`config.mk`:
```
export PLATFORM = sky130hd
export DESIGN_NAME = instr_fetch_unit_flat
export DESIGN_NICKNAME = d
export VERILOG_FILES = /design/src/rtl/instr_fetch_unit_if.sv /design/src/rtl/instr_fetch_unit.sv /design/src/flat_wrapper.sv
export SDC_FILE = /design/constraint.sdc
export NUM_CORES = 1
export LEC_CHECK = 0
export ABC_AREA = 1
export ABC_CLOCK_PERIOD_IN_PS = 2650
export BUFFER_PORTS_ARGS = -buffer_cell sky130_fd_sc_hd__buf_2
export CAP_MARGIN = 10
export CORE_UTILIZATION = 50
export CTS_CLUSTER_SIZE = 20
export DETAILED_ROUTE_END_ITERATION = 8
export HOLD_SLACK_MARGIN = 0.08
export PLACE_DENSITY = 0.8
export SYNTH_ARGS = -nofsm -noshare
export SYNTH_HDL_FRONTEND = slang
export SYNTH_SLANG_ARGS = --single-unit
```
`constraint.sdc`:
```
create_clock -name clk_i -period 2.65 [get_ports clk_i]
set_clock_uncertainty 0.2 [all_clocks]
set_input_delay 0.53 -clock clk_i [delete_from_list [all_inputs] [get_ports clk_i]]
set_output_delay 0.53 -clock clk_i [all_outputs]
set_load 0.1 [all_outputs]
```
`src/rtl/instr_fetch_unit_if.sv`:
```
// Fetch-unit bus: instruction-memory read port plus the decode-side
// valid/ready output stage, redirect request and status.
interface instr_fetch_unit_if;
  logic [31:0] pc_addr_o;
  logic [31:0] instr_i;
  logic [31:0] instr_o;
  logic [31:0] pc_o;
  logic [31:0] pc_plus4_o;
  logic        valid_o;
  logic        ready_i;
  logic        redirect_i;
  logic [31:0] redirect_pc_i;
  logic        halted_o;
  logic [31:0] fetch_count_o;

  modport master (
    output pc_addr_o, instr_o, pc_o, pc_plus4_o, valid_o, halted_o, fetch_count_o,
    input  instr_i, ready_i, redirect_i, redirect_pc_i
  );

  modport slave (
    input  pc_addr_o, instr_o, pc_o, pc_plus4_o, valid_o, halted_o, fetch_count_o,
    output instr_i, ready_i, redirect_i, redirect_pc_i
  );
endinterface

```
`src/rtl/instr_fetch_unit.sv`:
```
// Instruction fetch unit: PC, single-entry output stage with valid/ready,
// redirect flush, end-of-program halt and delivered-instruction counter.
module instr_fetch_unit #(
  parameter logic [31:0] RESET_PC     = 32'h0000_0000,
  parameter int unsigned MEM_WORDS    = 32,
  parameter bit          HALT_ON_ZERO = 1'b1
) (
  input  logic                  clk_i,
  input  logic                  rst_i,
  instr_fetch_unit_if.master    bus
);

  localparam logic [31:0] LAST_ADDR = 32'(4 * MEM_WORDS - 4);

  typedef enum logic {RUN, HALT} state_e;

  state_e      state_q, state_d;
  logic [31:0] pc_q, pc_d;
  logic [31:0] instr_q, instr_d;
  logic [31:0] pc_out_q, pc_out_d;
  logic        valid_q, valid_d;
  logic [31:0] count_q, count_d;

  logic handshake;
  logic slot_free;
  logic out_of_range;
  logic zero_word;

  assign handshake    = valid_q & bus.ready_i;
  assign slot_free    = ~valid_q | bus.ready_i;
  assign out_of_range = pc_q > LAST_ADDR;
  assign zero_word    = HALT_ON_ZERO && (bus.instr_i == 32'h0);

  // Next-state: first matching rule wins (redirect, halt, range, zero, fetch, stall)
  always_comb begin
    state_d  = state_q;
    pc_d     = pc_q;
    instr_d  = instr_q;
    pc_out_d = pc_out_q;
    valid_d  = valid_q;
    count_d  = count_q + 32'(handshake);

    if (bus.redirect_i) begin
      pc_d    = bus.redirect_pc_i & ~32'h3;
      valid_d = 1'b0;
      state_d = RUN;
    end else if (state_q == HALT) begin
      if (handshake) valid_d = 1'b0;
    end else if (slot_free) begin
      if (out_of_range || zero_word) begin
        state_d = HALT;
        if (bus.ready_i) valid_d = 1'b0;
      end else begin
        instr_d  = bus.instr_i;
        pc_out_d = pc_q;
        valid_d  = 1'b1;
        pc_d     = pc_q + 32'd4;
      end
    end
  end

  always_ff @(posedge clk_i) begin
    if (!rst_i) begin
      state_q  <= RUN;
      pc_q     <= RESET_PC;
      instr_q  <= 32'h0;
      pc_out_q <= 32'h0;
      valid_q  <= 1'b0;
      count_q  <= 32'h0;
    end else begin
      state_q  <= state_d;
      pc_q     <= pc_d;
      instr_q  <= instr_d;
      pc_out_q <= pc_out_d;
      valid_q  <= valid_d;
      count_q  <= count_d;
    end
  end

  assign bus.pc_addr_o     = pc_q;
  assign bus.instr_o       = instr_q;
  assign bus.pc_o          = pc_out_q;
  assign bus.pc_plus4_o    = pc_out_q + 32'd4;
  assign bus.valid_o       = valid_q;
  assign bus.halted_o      = (state_q == HALT);
  assign bus.fetch_count_o = count_q;

endmodule

```
`src/flat_wrapper.sv`:
```
// flat-port wrapper written by rule: the top's interface ports become plain ports
module instr_fetch_unit_flat 
#(
  parameter logic [31:0] RESET_PC     = 32'h0000_0000,
  parameter int unsigned MEM_WORDS    = 32,
  parameter bit          HALT_ON_ZERO = 1'b1
)
  (clk_i, rst_i, bus_pc_addr_o, bus_instr_o, bus_pc_o, bus_pc_plus4_o, bus_valid_o, bus_halted_o, bus_fetch_count_o, bus_instr_i, bus_ready_i, bus_redirect_i, bus_redirect_pc_i);
  instr_fetch_unit_if bus_i ();
  input  logic clk_i;
  input  logic rst_i;
  output wire logic [$bits(bus_i.pc_addr_o)-1:0] bus_pc_addr_o;
  output wire logic [$bits(bus_i.instr_o)-1:0] bus_instr_o;
  output wire logic [$bits(bus_i.pc_o)-1:0] bus_pc_o;
  output wire logic [$bits(bus_i.pc_plus4_o)-1:0] bus_pc_plus4_o;
  output wire logic [$bits(bus_i.valid_o)-1:0] bus_valid_o;
  output wire logic [$bits(bus_i.halted_o)-1:0] bus_halted_o;
  output wire logic [$bits(bus_i.fetch_count_o)-1:0] bus_fetch_count_o;
  input wire logic [$bits(bus_i.instr_i)-1:0] bus_instr_i;
  input wire logic [$bits(bus_i.ready_i)-1:0] bus_ready_i;
  input wire logic [$bits(bus_i.redirect_i)-1:0] bus_redirect_i;
  input wire logic [$bits(bus_i.redirect_pc_i)-1:0] bus_redirect_pc_i;
  assign bus_pc_addr_o = bus_i.pc_addr_o;
  assign bus_instr_o = bus_i.instr_o;
  assign bus_pc_o = bus_i.pc_o;
  assign bus_pc_plus4_o = bus_i.pc_plus4_o;
  assign bus_valid_o = bus_i.valid_o;
  assign bus_halted_o = bus_i.halted_o;
  assign bus_fetch_count_o = bus_i.fetch_count_o;
  assign bus_i.instr_i = bus_instr_i;
  assign bus_i.ready_i = bus_ready_i;
  assign bus_i.redirect_i = bus_redirect_i;
  assign bus_i.redirect_pc_i = bus_redirect_pc_i;
  instr_fetch_unit #(.RESET_PC(RESET_PC), .MEM_WORDS(MEM_WORDS), .HALT_ON_ZERO(HALT_ON_ZERO)) u_core (.clk_i(clk_i), .rst_i(rst_i), .bus(bus_i));
endmodule
```
After elaboration in Yosys (flattened, before gate mapping)
Cells that the tools add are included.
{"block": "op_classes", "addsub": 3, "order_cmp": 1, "n_eq_ne": 4, "mux": 12, "bitwise": 7, "n_reduce_logical": 9}
{"cell": "$mux W32", "count": 4}
{"cell": "$add A32 B3 Y32 const B", "count": 2}
{"cell": "$add A32 B1 Y32", "count": 1}
{"cell": "$gt A32 B7 Y1 const B", "count": 1}
{"cell": "$logic_not A32 Y1", "count": 1}
{"cell": "$reduce_and A3 Y1", "count": 3}
{"cell": "$mux W1", "count": 8}
{"cell": "$ne A2 B2 Y1 const B", "count": 3}
{"cell": "$not A1 Y1", "count": 5}
{"cell": "$reduce_and A4 Y1", "count": 1}
{"cell": "$reduce_bool A2 Y1", "count": 2}
{"cell": "$ne A3 B2 Y1 const B", "count": 1}
{"cell": "$reduce_or A2 Y1", "count": 1}
{"cell": "$and A1 B1 Y1", "count": 1}
{"cell": "$logic_or A1 B1 Y1", "count": 1}
{"cell": "$or A1 B1 Y1", "count": 1}
{"block": "totals", "regBits": 130, "inputBits": 68, "output_inout_bits": 162, "wordCells": 43}

Depth between registers and ports, before layout
Gate-level depths: netlist (run 1).
{"block": "logic_depth", "ltp_word": 6, "ltp_mapped": 13, "depth_no_buf": 13}

Least setup slack after synthesis (run 1)
OpenSTA, ideal clock, no wires.
{"block": "synth_path", "path_kind": "register to output", "from": "reg u_core.pc_out_q[2], in the netlist u_core.bus.pc_o[2]", "to": "out bus_pc_plus4_o[23]", "arrival_time_ps": 4122, "t_required_ps": 1920, "setup_slack_ps": -2202, "stages_incl_launch_ff": 7, "path_buffers": 0, "cell_sequence": "dfxtp_1 > inv_1 > nor3_2 > nand2_1 > nor2_2 > nand4_1 > xnor2_1"}
{"block": "synth_via", "elab_chain_cells": 1}
{"element": "start, declared", "line_no": "instr_fetch_unit.sv:20", "rtl": "logic [31:0] pc_out_q, pc_out_d;"}
{"element": "start signal, assigned", "line_no": "instr_fetch_unit.sv:74", "rtl": "pc_out_q <= pc_out_d;"}
{"element": "$add A32 B3 Y32", "line_no": "instr_fetch_unit.sv:83", "rtl": "assign bus.pc_plus4_o = pc_out_q + 32'd4;"}
{"element": "end, declared", "line_no": "flat_wrapper.sv:15", "rtl": "output wire logic [$bits(bus_i.pc_plus4_o)-1:0] bus_pc_plus4_o;"}
Every way passes these cells.

Worst setup path after layout (run 1)
{"block": "layout_path", "from": "reg u_core.pc_out_q[13], in the netlist u_core.bus.pc_o[13]", "to": "out bus_pc_plus4_o[29]"}
The elaborated chain is that of the path after synthesis.

==> results of run 1 <==
layout by cell type, fill, tap and decap left out, drive strengths merged:
| cell | synthesis | routed |
|---|---|---|
| nor2 | 184 | 184 |
| ha | 4 | 4 |
| nand3 | 63 | 63 |
| clkinvlp | 0 | 3 |
| and3b | 1 | 1 |
| a21oi | 51 | 51 |
| clkinv | 0 | 1 |
| inv | 103 | 101 |
| nor4 | 3 | 3 |
| and2 | 1 | 1 |
| o21a | 1 | 1 |
| diode | 0 | 1 |
| nor3 | 22 | 22 |
| clkbuf | 19 | 28 |
| mux2i | 2 | 2 |
| nand3b | 2 | 2 |
| bufinv | 0 | 1 |
| or2 | 16 | 16 |
| conb | 1 | 6 |
| nand2 | 241 | 241 |
| dfxtp | 126 | 126 |
| nand4 | 17 | 17 |
| xor2 | 22 | 22 |
| o21ai | 14 | 14 |
| xnor2 | 12 | 12 |
| buf | 20 | 265 |
per-stage QoR:
stage                     worst slack [ns]  cell area [µm²]  setup TNS [ns]  hold slack, ns
final                               -0.204             9460           -2.15           0.144
after floorplan                     -0.918             6820          -12.74           0.428
after global routing                -0.290             9460           -3.60           0.154
after global placement               0.148             8530               0           0.262
after CTS                           -0.247             9300           -2.49           0.134
after detailed placement             0.110             8530               0           0.271
per-layer routing:
layer | wire (µm) | track usage (%) | vias to the layer above
met2 | 9470 | 50.3 | 277
met4 | 739 | 14.6 | 0
met5 | 0 | 0 | -
li1 | - | - | 3366
met1 | 7840 | 35.6 | 3080
met3 | 1210 | 6.80 | 52
power groups by stage:
stage                     combinational (mW)  clock [mW]  sequential [mW]
after floorplan                        0.176           0             2.21
after global placement                 0.526           0             1.97
after detailed placement               0.530           0             1.97
after CTS                              0.532        2.33             1.93
after global routing                   0.565        2.43             1.94
final                                  0.533        2.31             1.93
final cells by class:
class / count / area (µm²) / area share, %
diodes: 1 / 2.50 / 0.0264
clock buffers: 28 / 549 / 5.80
clock inverters: 3 / 46.3 / 0.489
inverters: 103 / 394 / 4.16
multi-input cells: 662 / 3800 / 40.1
flip-flops and latches: 126 / 2620 / 27.7
well taps: 147 / 184 / 1.94
repair buffers: 265 / 1870 / 19.8
how the worst max path moves through the flow:
| stage | from | cells past startpoint | slack (ns) | end |
|---|---|---|---|---|
| after floorplan | u_core.bus.pc_o[2]$_SDFFE_PN0P_ | 7 | -0.92 | bus_pc_plus4_o[27] |
| after global placement | u_core.bus.pc_o[2]$_SDFFE_PN0P_ | 10 | 0.15 | bus_pc_plus4_o[30] |
| after detailed placement | u_core.bus.pc_o[2]$_SDFFE_PN0P_ | 10 | 0.11 | bus_pc_plus4_o[30] |
| after CTS | u_core.bus.pc_o[2]$_SDFFE_PN0P_ | 10 | -0.25 | bus_pc_plus4_o[22] |
| after global routing | u_core.bus.pc_o[13]$_SDFFE_PN0P_ | 7 | -0.29 | bus_pc_plus4_o[29] |
| final | u_core.bus.pc_o[13]$_SDFFE_PN0P_ | 7 | -0.20 | bus_pc_plus4_o[29] |
state kept, by name, indices dropped and copies added (netlist names):
name                      count
u_core.bus.valid_o            1
u_core.bus.halted_o           1
u_core.bus.pc_o              30
u_core.bus.pc_addr_o         30
u_core.bus.instr_o           32
u_core.bus.fetch_count_o     32
critical path: cells and delay by family, from the launching register on:
family        cells  cell delay [ns]
buf+inv           1             0.20
flops             1             0.42
xor+xnor          1             0.20
simple gates      5             0.88
cell families after synthesis:
| kind of cell | share of synthesized area [%] |
|---|---|
| adders and majority gates | 0.814 |
| muxes | 0.326 |
| buffers and inverters | 9.46 |
| xor gates and xnor gates | 4.84 |
| and+or+nand+nor | 38.1 |
| AOI/OAI and AO/OA | 5.41 |
| other | 0.0610 |
| DFF | 41.0 |
timing repair:
action,in CTS,in global routing
pin swaps,22,20
setup endpoints to repair,22,24
setup buffers,11,11
gates resized for setup,26,29
==> impl_results.md, run 1 <==
* Status: finished with violations
* Failing checks: setup timing
* Finished Core Util at 78.8%
* CP max-delay cell: dfxtp_4
* Number of global-route vias before repair at a little over 6000
* Switching part of the total at 26.4%
* Final GP Congestion at ~0.87
* Post-Layout Cell Count at ~1300
* Minimum clock period at between 2 and 3 ns
* R2R Path End: u_core.bus.fetch_count_o[18]$_SDFF_PN0_
* Start of the worst register-to-register path: u_core.bus.valid_o$_SDFFE_PP0P_
* Required @ worst endpoint at 1.92 ns
* Top cell type's share of synthesized area at 41.0%
* Slew headroom at 64.2%
* Leak at 4.77 nW
* CORE AREA at 12000 µm²
* Nets at about 1200
* Crit path max fanout at 6
* Crit end category: primary output
* Hold Crit Start: bus_instr_i[24]
* DR WL/cell at 14.4 µm
* RSZ-0062 raised after global routing: yes
* CTS clk-pin slew, worst paths at 0.06 ns
* Commonest cells in the netlist: 239 x nand2_1, 180 x nor2_1, 126 x dfxtp_1
* Syn Inst Count at 925
* Post-layout power at 4.78 mW
* HPWL after DPL at 12.7 mm
* Synthesized flop and latch total at 126
* Final setup margin at -0.204 ns
* Crit Path Category: reg -> out
* Endpoint, Worst Hold: u_core.bus.instr_o[24]$_SDFFE_PN0P_
* DR pass1 iterations at 5
* H-tree depth at 4
* Synth area leaders: dfxtp_1 41%, nand2_1 15%, nor2_1 11%
* CP startpoint kind: flip-flop
* Die area at roughly 13000 µm²
* Initial Utilization at about 50%
* Pwr dens at ~500 nW/µm²
* Hold_buf cts at 0
* # setup viols final at 19
* CTS buffer count at 17
* Seq pwr share at between 40% and 50%
* Pint at roughly 3.5 mW
* Worst hold path type: in -> reg
* Layout cells sized above 1 at 34.6%
* Antenna violations before repair at 1
* Fillers at 857
* Crit path cell chain: nand2_1 -> nor2_2 -> nand2_1 -> nor4_4 -> nand2_4 -> xnor2_4 -> buf_12
* Port buffer count at 221
* P_sw at 1.26 mW
* Gr usage total at slightly below 30%
* Post-Route WL at between 15 and 20 mm
* Die span in y at ~110 µm
* FF-to-FF setup slack at between 0.4 and 0.5 ns
* Clock buffer depth at 2
* Seq/Total Area, Yosys at 41.0%
* Slew @ Worst Pin at 0.540 ns
* Synthesis Warnings at 0
* Worst IR Drop VDD at 0.395 mV
* Async S/R FF share, synth at 0%
* Placement Rows at 40
* Synth unique cells at 34
* Syn_area_per_cell at 6.65 µm²
* Clock Latency Late Sink at approximately 0.42 ns
* CP peak stage delay at about 0.42 ns
* Die W at 113 µm
* Main flop type after synthesis: dfxtp_1
* Via density at 5.07
* Layout area overhead at 53.9%
* Post-Syn Area at 6150 µm²
* I/O pins at 230
* Fmax at 350 MHz
* TritonCTS clock tree: built
* Post-synth top area cell: dfxtp_1
* Clock group share of total power at 48.4%
* # DRC at 0
* Congestion Overflow GR at 0
* Hold Crit Depth at 3
* Final hold viol count at 0
* Period utilization at 108%
* Most frequent cell after synthesis: nand2_1
* Placed cells at 1287
* R2R depth at 13
* Global-route wire length before repair at 30.1 mm
* Final Max Tran Viols at 0
* ANT nets after route at 0
* Vias at 6775
* CP most frequent cell: nand2_1
* Root Driver: clkbuf_16
* Iter 0 DRT Violations at 432
* # Max-Cap Violations at 0
* CTS sink cnt at 126
* Comb pwr share at 11.2%
* Critical Path AT at 2.12 ns
* Pin count of the biggest net entering global routing at roughly 100
* Post-synth EDFFs at 0
Note: power is estimated with default switching activity, not from simulation.
==> run 2: changes to the inputs <==
--- a/config.mk
+++ b/config.mk
@@ -6,14 +6,14 @@
 export NUM_CORES = 1
 export LEC_CHECK = 0
 export ABC_AREA = 1
-export ABC_CLOCK_PERIOD_IN_PS = 2650
+export ABC_CLOCK_PERIOD_IN_PS = 2400
 export BUFFER_PORTS_ARGS = -buffer_cell sky130_fd_sc_hd__buf_2
 export CAP_MARGIN = 10
-export CORE_UTILIZATION = 50
+export CORE_UTILIZATION = 45
 export CTS_CLUSTER_SIZE = 20
 export DETAILED_ROUTE_END_ITERATION = 8
 export HOLD_SLACK_MARGIN = 0.08
-export PLACE_DENSITY = 0.8
+export PLACE_DENSITY = 0.76
 export SYNTH_ARGS = -nofsm -noshare
 export SYNTH_HDL_FRONTEND = slang
 export SYNTH_SLANG_ARGS = --single-unit
==> constraint.sdc (replaced) <==
create_clock -name clk_i -period 2.4 [get_ports clk_i]
set_clock_uncertainty 0.2 [all_clocks]
set_input_delay 0.48 -clock clk_i [delete_from_list [all_inputs] [get_ports clk_i]]
set_output_delay 0.48 -clock clk_i [all_outputs]
set_load 0.1 [all_outputs]
==> impl_results.md, run 2 (synthesis gave the netlist of run 1 again) <==
* Hold_buf cts at 0 (unchanged)
* Fillers at 1053 (+23%)
* Crit Path Category: reg -> out
* R2R Path End: u_core.bus.fetch_count_o[18]$_SDFF_PN0_
* CTS sink cnt at 126 (unchanged)
* Die W at 119 µm (+5.3%)
* CTS clk-pin slew, worst paths at 0.05 ns (about the same)
* Die span in y at 119 µm (+5.3%)
* Placement Rows at 42 (+5.0%)
* Failing checks: setup timing
* Number of global-route vias before repair at 6357 (+2.8%)
* ANT nets after route at 0 (unchanged)
* Crit path cell chain: ha_4 -> nand2_4 -> nor3_4 -> nand2_4 -> nor2_4 -> nand2_4 -> buf_4 -> buf_6 -> xnor2_4 -> buf_12
* Hold Crit Depth at 3 (unchanged)
* Via density at 4.93 (-2.8%)
* # DRC at 0 (unchanged)
* Start of the worst register-to-register path: u_core.bus.valid_o$_SDFFE_PP0P_
* Congestion Overflow GR at 0 (unchanged)
* # setup viols final at 26 (+7)
* Clock group share of total power at 46.5% (-1.9 points)
* Layout area overhead at 57.1%
* Die area at 14100 µm² (+11%)
* Worst hold path type: in -> reg
* Global-route wire length before repair at 30.5 mm (+1.2%)
* Final Max Tran Viols at 0 (unchanged)
* R2R depth at 13 (unchanged)
* Gr usage total at 27.0% (-2.7 points)
* CORE AREA at 13300 µm² (+11%)
* Pin count of the biggest net entering global routing at 77 (-22%)
* Fmax at 355 MHz
* Crit end category: primary output
* Layout cells sized above 1 at 35.3% (+0.71 points)
* Commonest non-fill, non-tap cell in the layout: nand2_1
* Final GP Congestion at 0.920 (+5.4%)
* Hold Crit Start: bus_instr_i[4]
* Initial Utilization at 46.3% (-4.9 points)
* P_sw at 1.37 mW (+9.0%)
* I/O pins at 230 (unchanged)
* Critical Path AT at 2.13 ns (about the same)
* Required @ worst endpoint at 1.72 ns (-0.20 ns)
* Placed cells at 1334 (+3.7%)
* Pwr dens at 526 nW/µm² (+4.2%)
* TritonCTS clock tree: built
* HPWL after DPL at 13.2 mm (+3.8%)
* CP startpoint kind: flip-flop
* DR WL/cell at 13.9 µm (-3.7%)
* Most frequent cells in the layout: 231 x nand2_1, 194 x buf_2, 170 x nor2_1
* Slew @ Worst Pin at 0.537 ns (-0.00345 ns)
* RSZ-0062 raised after global routing: yes
* Final hold viol count at 0 (unchanged)
* Post-Route WL at 19.1 mm (-0.68%)
* Endpoint, Worst Hold: u_core.bus.instr_o[4]$_SDFFE_PN0P_
* DR pass1 iterations at 5 (unchanged)
* CTS buffer count at 17 (unchanged)
* H-tree depth at 4 (unchanged)
* Antenna violations before repair at 2 (+1)
* Vias at 6795 (+0.30%)
* Seq pwr share at 41.9% (+1.4 points)
* Post-Layout Cell Count at 1377 (+3.1%)
* Leak at 4.84 nW (+1.4%)
* Comb pwr share at 11.6% (+0.4 points)
* Port buffer count at 221 (unchanged)
* FF-to-FF setup slack at 0.22 ns (-0.26 ns)
* Slew headroom at 64.5% (+0.23 points)
* Worst IR Drop VDD at 0.461 mV (+17%)
* Pint at 3.71 mW (+5.5%)
* Nets at 1261 (+1.1%)
* Iter 0 DRT Violations at 465 (+7.6%)
* CP peak stage delay at 0.37 ns (-0.05 ns)
* Status: finished with violations
* CP max-delay cell: dfxtp_4
* # Max-Cap Violations at 0 (unchanged)
* Root Driver: clkbuf_16
* CP most frequent cell: nand2_4
* Switching part of the total at 27.0% (+0.63 points)
* Clock buffer depth at 2 (unchanged)
* Period utilization at 117%
* Clock Latency Late Sink at 0.41 ns (about the same)
* Crit path max fanout at 3 (-3)
* Setup TNS at -7.04 ns (-4.89 ns)
* Final setup margin at -0.413 ns (-0.209 ns)
* Minimum clock period at 2.81 ns
[run 2: cell types whose count changed in the layout (fill, tap and decap cells not counted), moves of 4 or more]
cell / previous run / this run
buf_6: 6 / 15
dfxtp_1: 98 / 93
buf_12: 28 / 32
dfxtp_4: 24 / 28
nand2_1: 227 / 231
nand2_2: 8 / 4
[run 2: per-stage QoR]
stage / setup WS (ns) / power [mW] / cell area [µm²] / hold slack (ns) / utilization (%)
6_report: -0.413 / 5.08 / 9660 / 0.107 / 72.7
3_3_place_gp: 0.0183 / 2.76 / 8800 / 0.259 / 66.2
5_1_grt: -0.500 / 5.26 / 9660 / 0.102 / 72.7
4_1_cts: -0.417 / 5.13 / 9560 / 0.0957 / 71.9
3_5_place_dp: -0.0292 / 2.76 / 8800 / 0.273 / 66.2
2_1_floorplan: -1.12 / 2.63 / 6870 / 0.415 / -
[run 2: worst max-delay path, delay by kind of cell, from the launching register on]
family                     cells  cell delay, ns
xor gates and xnor gates       1            0.15
adders and majority gates      1            0.15
buffers and inverters          3            0.46
DFF                            1            0.37
and+or+nand+nor                5            0.58
[run 2: how the worst max path moves through the flow]
stage                               startpoint                                      end  depth (start not counted)
2_1_floorplan  u_core.bus.pc_o[2]$_SDFFE_PN0P_                       bus_pc_plus4_o[27]                          7
3_3_place_gp   u_core.bus.pc_o[6]$_SDFFE_PN0P_                       bus_pc_plus4_o[27]                          8
3_5_place_dp                       bus_ready_i  u_core.bus.fetch_count_o[18]$_SDFF_PN0_                         14
4_1_cts        u_core.bus.pc_o[2]$_SDFFE_PN0P_                       bus_pc_plus4_o[22]                         10
5_1_grt        u_core.bus.pc_o[2]$_SDFFE_PN0P_                       bus_pc_plus4_o[20]                         10
6_report       u_core.bus.pc_o[2]$_SDFFE_PN0P_                       bus_pc_plus4_o[20]                         10
[run 2: timing repair]
action | 4_1_cts | 5_1_grt
gates resized for setup | 32 | 20
buffers inserted | 12 | 8
setup endpoints to repair | 26 | 27
pin swaps | 17 | 18
[run 2: layout make-up]
| type | count | area [µm²] | area share [%] |
|---|---|---|---|
| antenna | 1 | 2.50 | 0.0259 |
| clock inverter | 4 | 25.0 | 0.259 |
| timing repair buffer | 279 | 2070 | 21.4 |
| multi-input combinational | 662 | 3800 | 39.3 |
| tap | 176 | 220 | 2.28 |
| inverter | 103 | 394 | 4.08 |
| sequential | 126 | 2630 | 27.3 |
| clock buffer | 26 | 522 | 5.40 |
[run 2: metal layers]
layer	global-route usage (%)	up-vias	part of all wire (%)
met5	0	-	0
met4	7.99	0	1.9
met3	6.80	33	6.7
met2	46.6	262	50
met1	33.0	3103	41
li1	-	3397	-
[run 2: power by group through the flow]
stage,clock [mW],sequential [mW],combinational [mW]
after floorplan,0,2.43,0.195
after global placement,0,2.17,0.584
after detailed placement,0,2.17,0.588
after CTS,2.41,2.13,0.591
after global routing,2.50,2.13,0.627
final,2.36,2.13,0.589
==> run 3: changes to the inputs <==
--- a/config.mk
+++ b/config.mk
@@ -17,3 +17,4 @@
 export SYNTH_ARGS = -nofsm -noshare
 export SYNTH_HDL_FRONTEND = slang
 export SYNTH_SLANG_ARGS = --single-unit
+export TNS_END_PERCENT = 20
==> impl_results.md, run 3 (synthesis gave the netlist of run 1 again) <==
* Root Driver: clkbuf_16
* Fmax at 352 MHz (-1.1%)
* Final Max Tran Viols at 0 (unchanged)
* GRT met2 Usage at 46.5% (about the same)
* Clock buffer depth at 2 (unchanged)
* Iter 0 DRT Violations at 411 (-12%)
* TritonCTS clock tree: built
* # DRC at 0 (unchanged)
* Die span in y at 119 µm (unchanged)
* Pwr dens at 558 nW/µm² (+6.1%)
* Required @ worst endpoint at 1.72 ns (about the same)
* CTS buffer count at 17 (unchanged)
* Final hold viol count at 0 (unchanged)
* Met1 GRT Util at 32.3% (-0.76 points)
* R2R depth at 8 (-5)
* Initial Utilization at 46.3% (unchanged)
* Commonest non-fill, non-tap cell in the layout: nand2_1
* Slew @ Worst Pin at 0.524 ns (-0.0128 ns)
* Start of the worst register-to-register path: u_core.bus.pc_addr_o[7]$_SDFFE_PN0P_
* ANT nets after route at 0 (unchanged)
* Worst hold path type: in -> reg
* Layout area overhead at 51.5%
* Minimum clock period at 2.84 ns (+0.0310 ns)
* Final setup margin at -0.444 ns (-0.0310 ns)
* Leak at 4.69 nW (-3.0%)
* Clock group share of total power at 47.1% (+0.6 points)
* Switching part of the total at 27.0% (-0.074 points)
* Seq pwr share at 41.6% (-0.3 points)
* Setup TNS at -6.92 ns (+0.119 ns)
* CP startpoint kind: flip-flop
* Worst setup path endpoint: bus_pc_plus4_o[27]
* Layout cells sized above 1 at 32.9% (-2.5 points)
* Congestion Overflow GR at 0 (unchanged)
* I/O pins at 230 (unchanged)
* FF-to-FF setup slack at 0.33 ns (+0.11 ns)
* DR pass1 iterations at 6 (+1)
* Failing checks: setup timing
* Antenna violations before repair at 1 (-1)
* Crit path max fanout at 3 (unchanged)
* Final GP Congestion at 0.891 (-3.1%)
* Comb pwr share at 11.3% (-0.3 points)
* Period utilization at 118% (+1.3 points)
* Status: finished with violations
* Pint at 3.80 mW (+2.4%)
* R2R Path End: u_core.bus.pc_o[6]$_SDFFE_PN0P_
* Via density at 4.89 (-0.81%)
* Vias at 6779 (-0.24%)
* CP peak stage delay at 0.36 ns (about the same)
* Worst setup startpoint: u_core.bus.pc_o[2]$_SDFFE_PN0P_
* Clock Latency Late Sink at 0.42 ns (about the same)
* # setup viols final at 27 (+3.8%)
* Critical Path AT at 2.16 ns (+0.03 ns)
* Area post-placement at 8520 µm² (-3.2%)
* Nets at 1267 (+0.48%)
* Pin count of the biggest net entering global routing at 50 (-35%)
* Die W at 119 µm (unchanged)
* Crit end category: primary output
* Global routing's busiest layer: met2
* Slew headroom at 65.3% (+0.85 points)
* Worst IR Drop VDD at 0.476 mV (+3.3%)
* Most frequent cells in the layout: 233 x nand2_1, 194 x buf_2, 171 x nor2_1
* CP max-delay cell: dfxtp_4
* Pre-CTS setup slack at -0.131 ns (-0.102 ns)
* Crit Path Category: reg -> out
* P_sw at 1.40 mW (+2.0%)
* Hold_buf cts at 0 (unchanged)
* CTS clk-pin slew, worst paths at 0.05 ns (about the same)
* CTS sink cnt at 126 (unchanged)
* Global-route wire length before repair at 30.2 mm (-0.73%)
* Placement Rows at 42 (unchanged)
* Die area at 14100 µm² (unchanged)
* Number of global-route vias before repair at 6352 (-0.079%)
* Final Instance Area at 9320 µm² (-3.6%)
* Post-Route WL at 18.6 mm (-2.6%)
* HPWL after DPL at 13.3 mm (+0.63%)
* Port buffer count at 221 (unchanged)
* Grt met3 use at 5.84% (-0.96 points)
* Gr usage total at 26.8% (-0.16 points)
* CORE AREA at 13300 µm² (unchanged)
* RSZ-0062 raised after global routing: yes
* # Max-Cap Violations at 0 (unchanged)
* Crit path cell chain: buf_6 -> clkinvlp_4 -> nor3_4 -> nand2_2 -> nor2_4 -> nand4_1 -> nor2_2 -> xor2_4 -> buf_12
* DR WL/cell at 13.5 µm (-3.2%)
* H-tree depth at 4 (unchanged)
run 3: timing repair:
item | 4_1_cts | 5_1_grt
gates resized for setup | 28 | 9
endpoints found under the setup margin | 26 | 27
pin swaps | 14 | 13
buffers inserted | 4 | 7
run 3: worst min-delay path by stage:
stage,startpoint,slack [ns],depth (start not counted),end
after floorplan,bus_instr_i[0],0.41,2,u_core.bus.instr_o[0]$_SDFFE_PN0P_
after global placement,u_core.bus.pc_o[9]$_SDFFE_PN0P_,0.25,2,u_core.bus.pc_o[9]$_SDFFE_PN0P_
after detailed placement,u_core.bus.pc_o[9]$_SDFFE_PN0P_,0.26,2,u_core.bus.pc_o[9]$_SDFFE_PN0P_
after CTS,bus_instr_i[16],0.09,3,u_core.bus.instr_o[16]$_SDFFE_PN0P_
after global routing,bus_redirect_pc_i[18],0.11,3,u_core.bus.pc_addr_o[18]$_SDFFE_PN0P_
final,bus_instr_i[16],0.10,3,u_core.bus.instr_o[16]$_SDFFE_PN0P_
run 3: per-stage QoR:
stage | utilization (%) | total power, mW | cells | hold WS, ns
after floorplan | - | 2.66 | 930 | 0.415
after global placement | 64.1 | 2.79 | 1343 | 0.252
after detailed placement | 64.1 | 2.79 | 1343 | 0.261
after CTS | 69.5 | 5.23 | 1378 | 0.0910
after global routing | 70.1 | 5.37 | 1384 | 0.107
final | 70.1 | 5.20 | 1385 | 0.104
run 3: power by group through the flow:
stage | sequential, mW | clock (mW) | combinational, mW
6_report | 2.16 | 2.45 | 0.589
3_3_place_gp | 2.21 | 0 | 0.582
4_1_cts | 2.16 | 2.48 | 0.589
3_5_place_dp | 2.21 | 0 | 0.586
5_1_grt | 2.16 | 2.58 | 0.627
2_1_floorplan | 2.46 | 0 | 0.194
run 3: final cells by class:
class	instances	area, µm²
clock inverter	7	86.3
clock buffer	25	465
timing repair buffer	285	2040
inverter	103	390
sequential	126	2540
multi-input combinational	662	3570
tap	176	220
antenna	1	2.50
fill	1067	3980
run 3: critical path: cells and delay by family (launching register included):
family,cells,cell delay [ns]
XOR/XNOR,1,0.18
AND/OR/NAND/NOR,5,0.80
flip-flops,1,0.36
buffers and inverters,3,0.41
run 3: per-layer routing:
metal / wire length, µm / vias to the layer above
met3: 1050 / 41
met1: 8040 / 3111
li1: - / 3397
met4: 463 / 0
met2: 9080 / 230
met5: 0 / -
